## src/rtl/fwd_hazard_scoreboard.sv

```systemverilog
// fwd_hazard_scoreboard: EX forward selects, load-use/scoreboard stalls, long-latency write tracking.
// Define FWD_HAZARD_STATS_EN to add saturating stall_cnt_o/luh_cnt_o counters.
module fwd_hazard_scoreboard #(
   parameter int AW         = 5,
   parameter int NUM_SRC    = 2,
   parameter int NUM_STAGES = 2,
   parameter int MAX_OUTST  = 4
) (
   input  logic                                       clk_i,
   input  logic                                       rst_i,
   input  logic [NUM_SRC*AW-1:0]                      ex_src_i,
   input  logic [NUM_SRC*AW-1:0]                      id_src_i,
   input  logic [NUM_SRC-1:0]                         id_src_vld_i,
   input  logic [NUM_STAGES*AW-1:0]                   stg_wreg_i,
   input  logic [NUM_STAGES-1:0]                      stg_wen_i,
   input  logic                                       ex_memread_i,
   input  logic [AW-1:0]                              ex_rd_i,
   input  logic                                       lq_issue_i,
   input  logic [AW-1:0]                              lq_rd_i,
   input  logic                                       lq_done_i,
   input  logic [AW-1:0]                              lq_done_rd_i,
   output logic [NUM_SRC*$clog2(NUM_STAGES+1)-1:0]    fwd_sel_o,
   output logic                                       stall_o,
   output logic                                       bubble_o,
   output logic                                       issue_rdy_o,
   output logic [$clog2(MAX_OUTST+1)-1:0]             outst_o
`ifdef FWD_HAZARD_STATS_EN
   ,
   output logic [31:0]                                stall_cnt_o,
   output logic [31:0]                                luh_cnt_o
`endif
);
   localparam int SEL_W = $clog2(NUM_STAGES+1);
   localparam int CW    = $clog2(MAX_OUTST+1);
   logic [2**AW-1:0] busy;
   logic [CW-1:0]    count;
   logic             luh, sbh, issue_acc, done_acc;
   // Farthest stage first so the nearest matching stage overwrites it.
   always_comb begin
      fwd_sel_o = '0;
      for (int s = 0; s < NUM_SRC; s++)
         for (int k = NUM_STAGES; k >= 1; k--)
            if (stg_wen_i[k-1] && stg_wreg_i[(k-1)*AW +: AW] != '0 &&
                stg_wreg_i[(k-1)*AW +: AW] == ex_src_i[s*AW +: AW])
               fwd_sel_o[s*SEL_W +: SEL_W] = SEL_W'(k);
   end
   always_comb begin
      luh = 1'b0;
      sbh = 1'b0;
      for (int s = 0; s < NUM_SRC; s++) begin
         luh = luh | (ex_memread_i && ex_rd_i != '0 && id_src_vld_i[s] &&
                      id_src_i[s*AW +: AW] == ex_rd_i);
         sbh = sbh | (id_src_vld_i[s] && id_src_i[s*AW +: AW] != '0 &&
                      busy[id_src_i[s*AW +: AW]]);
      end
   end
   assign stall_o     = luh | sbh;
   assign bubble_o    = stall_o;
   assign issue_rdy_o = lq_rd_i == '0 || (count < CW'(MAX_OUTST) && !busy[lq_rd_i]);
   assign issue_acc   = lq_issue_i && issue_rdy_o && lq_rd_i != '0;
   assign done_acc    = lq_done_i && busy[lq_done_rd_i];
   assign outst_o     = count;
   // Set after clear so a same-register issue+complete leaves the register busy.
   always_ff @(posedge clk_i) begin
      if (rst_i) begin
         busy  <= '0;
         count <= '0;
      end else begin
         if (done_acc) busy[lq_done_rd_i] <= 1'b0;
         if (issue_acc) busy[lq_rd_i] <= 1'b1;
         count <= count + CW'(issue_acc) - CW'(done_acc);
      end
   end
`ifdef FWD_HAZARD_STATS_EN
   always_ff @(posedge clk_i) begin
      if (rst_i) begin
         stall_cnt_o <= '0;
         luh_cnt_o   <= '0;
      end else begin
         stall_cnt_o <= stall_cnt_o + 32'(stall_o && stall_cnt_o != '1);
         luh_cnt_o   <= luh_cnt_o + 32'(luh && luh_cnt_o != '1);
      end
   end
`endif
endmodule

```

## config.mk

```make
export PLATFORM = sky130hd
export DESIGN_NAME = fwd_hazard_scoreboard
export DESIGN_NICKNAME = d
export VERILOG_FILES = /design/src/rtl/fwd_hazard_scoreboard.sv
export SDC_FILE = /design/constraint.sdc
export NUM_CORES = 1
export LEC_CHECK = 0
export CORE_UTILIZATION = 57
export CTS_CLUSTER_DIAMETER = 60
export DETAILED_ROUTE_END_ITERATION = 16
export PLACE_DENSITY = 0.87
export SYNTH_ARGS = -nofsm -noshare
export SYNTH_HDL_FRONTEND = slang
export SYNTH_SLANG_ARGS = --single-unit
```

## constraint.sdc

```tcl
create_clock -name clk_i -period 5.73 [get_ports clk_i]
set_input_delay 1.146 -clock clk_i [delete_from_list [all_inputs] [get_ports clk_i]]
set_output_delay 1.146 -clock clk_i [all_outputs]
set_load 0.01 [all_outputs]
```

Word-level counts from Yosys, hierarchy flattened
Index checks and enable logic that the tools add are counted.

word-level totals
  logic and storage cells = 72
  bits in latches = 0
  memory bits (writable) = 0
  bits in registers = 35
  ROM bits = 0
  memories = 0

cells by class
  shift-type cells = 0
  div/mod/pow operators = 0
  equality and inequality tests = 6
  reductions and logical operators = 30
  multipliers = 0
  bitwise logic cells = 6
  multiplexer cells = 19
  magnitude comparators = 7
  add/subtract/negate cells = 2

operators with widths
  kind                                                        count
  2-to-1 mux 32 bit                                           3
  bitwise AND 32 bit                                          1
  inverter 32 bit                                             1
  bitwise OR 32 bit                                           1
  equality test 5 bit                                         6
  nonzero test 5 bit                                          6
  less-than comparator 5 x 6 -> 1 bit, second input constant  4
  logical AND 1 bit                                           21
  binary-select mux 1 bit (select 5 bit)                      4
  demux 1 bit (select 5 bit)                                  2
  >= comparator 5 x 1 -> 1 bit, second input constant         2
  2-to-1 mux 2 bit                                            4
  2-to-1 mux 1 bit                                            6
  logical NOT 5 bit                                           1
  adder 3 x 1 -> 3 bit                                        1
  less-than comparator 3 bit, second input constant           1
  bitwise OR 1 bit                                            3
  subtractor 3 x 1 -> 3 bit                                   1
  logical NOT 1 bit                                           1
  logical OR 1 bit                                            1

Logic depth before layout (Yosys ltp)
  word-level depth = 10
  mapped depth = 15
  mapped depth without buffers = 13

Least setup slack after synthesis
Ideal clock, no wire load.

  path kind = input to register
  start = input lq_rd_i[0]
  end = register count[2] (netlist: outst_o[2])
  path buffers = 2
  data arrival time = 4073 ps
  library setup time = 115 ps
  setup slack = 1542 ps
  cell stages on the path = 15
  cells stage by stage = buf_6 -> clkbuf_1 -> mux4_2 -> a22o_1 -> nor2_1 -> nand2_4 -> or3_1 -> ha_1 -> inv_1 -> ha_1 -> inv_1 -> fa_1 -> xor2_1 -> xnor2_1 -> nor2_1

on the way
  longest elaborated chain between the ends = 9
  elaborated cells between the ends (all ways) = 11

RTL lines
  item                                    line  text
  start: declaration                      19    input logic [AW-1:0] lq_rd_i,
  binary-select mux 1 bit (select 5 bit)  59    assign issue_rdy_o = lq_rd_i == '0 || (count < CW'(MAX_OUTST) && !busy[lq_rd_i]);
  2-to-1 mux 1 bit (not written as such)  59
  logical NOT 1 bit                       59
  logical AND 1 bit                       59
  logical OR 1 bit                        59
  logical AND 1 bit                       60    assign issue_acc = lq_issue_i && issue_rdy_o && lq_rd_i != '0;
  logical AND 1 bit (*)                   60
  adder 3 x 1 -> 3 bit (*)                71    count <= count + CW'(issue_acc) - CW'(done_acc);
  subtractor 3 x 1 -> 3 bit (*)           71
  end signal: assignment                  71
  end: declaration                        36    logic [CW-1:0] count;

Mark *: on every way between the ends. The rest lies on a longest branch, timed or not. The select of a mux whose other input is x is not followed.
A chain may end at the register's enable or synchronous reset.

Worst setup path in the final report
  start = input lq_rd_i[0]
  end = output issue_rdy_o

on the way
  longest elaborated chain between the ends = 5
  elaborated cells between the ends (all ways) = 6

RTL lines
  item                                    line  text
  binary-select mux 1 bit (select 5 bit)  59
  2-to-1 mux 1 bit (not written as such)  59
  logical NOT 1 bit                       59
  logical AND 1 bit                       59
  logical OR 1 bit (*)                    59
  end: declaration                        25    output logic issue_rdy_o,

Marked as above.

==> run summary <==
Final cycle utilization of the critical path: 90.9%
Max cap viols: 0
Post-Route WL: 9.78 mm
CTS resizes: 0
Min-Delay Path Class: register to register
Gp weighted congestion: 0.932
IO Port Bufs: 63
Post-synthesis mux area share: 25.1%
Detailed Place HPWL: 7.12 mm
CP startpoint: lq_rd_i[0]
TritonCTS Buffers: 5
Status: finished, final reports clean
Synthesized area: 3140 sq um
Simple-gate area share of the yosys netlist: 16.1%
H-tree lvl count: 2
Critical R2R Launch: busy[29]$_SDFF_PP0_
Share of cells above drive strength 1: 12.0%
Fmax: 0.192 GHz
Synth Area in Compound Gates: 21.6%
Hold Buf Count CTS: 0
Setup TNS: 0 ns
PwrDens: 171 nW/um^2
Internal: 0.000454 W
Worst-path cell chain: clkdlybuf4s50_1 > mux4_1 > mux2_2 > a311oi_4 > nand2_4 > o32ai_1 > clkdlybuf4s50_1
Hold WS: 0.527 ns
Tmin final: 5.21 ns
Startpoint types: input port
Syn Area/Cell: 9.80 sq um
Clk pin slew, worst setup/hold paths: 0.07 ns
Worst Tran Pin Value: 1.03 ns
Worst Path Max Fanout: 9
RSZ-0062 raised after global routing: no
Multi-input gate area: 2300 sq um
Sequential share of power: 40.8%
Overflow after GRT: 0
DRC Markers: 0
#FFs+latches synth: 35
CP Depth: 7
Synth area leader: dfxtp_1
Post-synth top flop: dfxtp_1
Clk buf depth: 2
Commonest non-fill, non-tap cell in the layout: clkdlybuf4s50_1
CP endpoint kind: output port
Critical setup path kind: input port to output port
CP Capture Point: issue_rdy_o
Top delay family on crit path: buffers and inverters
Cell variety after synth: 51
Clock latency on the worst-skew pair: 0.30 ns
Initial antenna violation count: 0
Switch share: 31.0%
Max Transition Viols Final: 0
# clock sinks: 35
Rows: 26
Post-CTS Setup Inserts: 0
Clock power share: 28.2%
Combinational Power Share: 31.0%
CP peak stage delay: 0.72 ns
P_sw: 0.000204 W
# fillers: 385
Peak supply drop: 0.179 mV
Area grow syn2layout: 22.6%
Final #Nets: 424
CTS root buffer: clkbuf_8
ANT cells: 0
Starting DRT DRC Count: 400
Die Wd: 76.3 um
Avg WL per Cell: 22.4 um
Remaining antenna violation count after routing: 0
CP required: 4.58 ns
CTS tree: yes
TritonRoute pass-1 iters: 5
Most used cell, CP: clkdlybuf4s50_1
Post-Synth XOR/XNOR Area: 8.91%
Vias per cell: 7.25
Global-route wire length before repair: 15.7 mm
Commonest non-fill, non-tap cells in the layout: clkdlybuf4s50_1 (63), dfxtp_1 (35), o21ai_0 (29)
Register area: 701 sq um
Worst R2R Path Depth: 13
Final core utilization: 74.0%
Clk_skew: 0.0108 ns
WP buf/inv: 2
Largest family of logic cells by synthesized area: multiplexers
Top area cells in the synthesized netlist: dfxtp_1 (22%), mux4_2 (14%), mux2i_1 (6.0%), xor2_1 (5.6%), o21ai_0 (4.6%)
Slowest cell on crit path: clkdlybuf4s50_1
Slew HR: 31.3%
Ports: 64
Synth Area in Adders: 1.43%
Synth Net Count: 378
Final Cell Area: 3850 sq um
Mapped Cells: 321
Vias: 3170
Yosys warnings: 0
Core footprint: 5200 sq um
Largest net degree at the start of global routing: 39
Reg2reg setup slack: 2.28 ns
Finish-stage setup viols: 0
Placed cell areas: 3770 sq um
P_leak: 1.31 nW
Post-synth EDFFs: 0
Total Routing Usage GR: 34.5%
Initial Util: 60.4%
Share of the synthesized area in the top cell type: 22.3%
Worst Path Arrival: 4.06 ns
Post-synth ARST share: 0%
Reg-to-Reg End: outst_o[2]$_SDFF_PP0_
Die Span Y: 76.3 um
Die footprint: 5820 sq um
Vias in the first global route: 3045
Seq/Total Area, Yosys: 22.3%
Fin. Hold Viols: 0
-- logic make-up after synthesis --
logic type | Yosys count
adders and majority gates | 3
muxes | 47
DFF | 35
buffers and inverters | 33
and+or+nand+nor | 81
xor gates and xnor gates | 32
AOI/OAI and AO/OA | 90
-- state kept, by name (all words and copies together), names as in the netlist --
name	cells
busy	32
outst_o	3
-- routing by layer --
layer | global-route usage [%] | vias to the layer above | share of wire (%)
met4 | 16.7 | 0 | 4.7
met1 | 45.8 | 1504 | 38
li1 | - | 1385 | -
met2 | 54.1 | 228 | 46
met5 | 0 | - | 0
met3 | 6.23 | 53 | 11
-- final cells by class --
class / instances / area share, %
Clock buffer: 6 / 2.14
Clock inverter: 1 / 0.130
Inverter: 6 / 0.584
Multi-Input combinational cell: 253 / 59.7
Sequential cell: 35 / 18.2
Tap cell: 70 / 2.27
Timing Repair Buffer: 66 / 16.9
-- tightest hold or removal path: stages (launching register included) --
cell     delay (ns)
dfxtp_1        0.37
nand2_1        0.08
a21oi_1        0.04
-- worst min path at each step --
stage	start	slack, ns	end	cells after the start
5_1_grt	busy[0]$_SDFF_PP0_	0.56	busy[0]$_SDFF_PP0_	2
2_1_floorplan	busy[0]$_SDFF_PP0_	0.43	busy[0]$_SDFF_PP0_	2
6_report	busy[0]$_SDFF_PP0_	0.53	busy[0]$_SDFF_PP0_	2
4_1_cts	busy[0]$_SDFF_PP0_	0.52	busy[0]$_SDFF_PP0_	2
3_5_place_dp	busy[0]$_SDFF_PP0_	0.51	busy[0]$_SDFF_PP0_	2
3_3_place_gp	busy[0]$_SDFF_PP0_	0.50	busy[0]$_SDFF_PP0_	2
-- cell usage after synthesis (7+ instances only) --
library cell / number
dfxtp_1: 35
o21ai_0: 29
mux4_2: 20
xor2_1: 20
mux2i_1: 19
clkbuf_1: 18
o211ai_1: 17
o311ai_0: 14
xnor2_1: 12
nand2_1: 10
nor2_1: 8
nand3b_1: 7
nor2b_1: 7
o41ai_1: 7
-- power by group through the flow --
| stage | sequential, W | combinational (W) | clock (W) |
|---|---|---|---|
| 4_1_cts | 0.000268 | 0.000202 | 0.000184 |
| 2_1_floorplan | 0.000272 | 0.000111 | 0 |
| 3_5_place_dp | 0.000273 | 0.000201 | 0 |
| 5_1_grt | 0.000269 | 0.000219 | 0.000196 |
| 3_3_place_gp | 0.000273 | 0.000196 | 0 |
| 6_report | 0.000268 | 0.000204 | 0.000185 |
-- per-stage QoR --
step | worst slack [ns] | instances | power (W)
after floorplan | 1.54 | 321 | 0.000383
after global placement | 0.599 | 430 | 0.000468
after detailed placement | 0.543 | 430 | 0.000474
after CTS | 0.522 | 437 | 0.000654
after global routing | 0.448 | 437 | 0.000684
final | 0.519 | 437 | 0.000658
(Power assumes the default switching activity.)
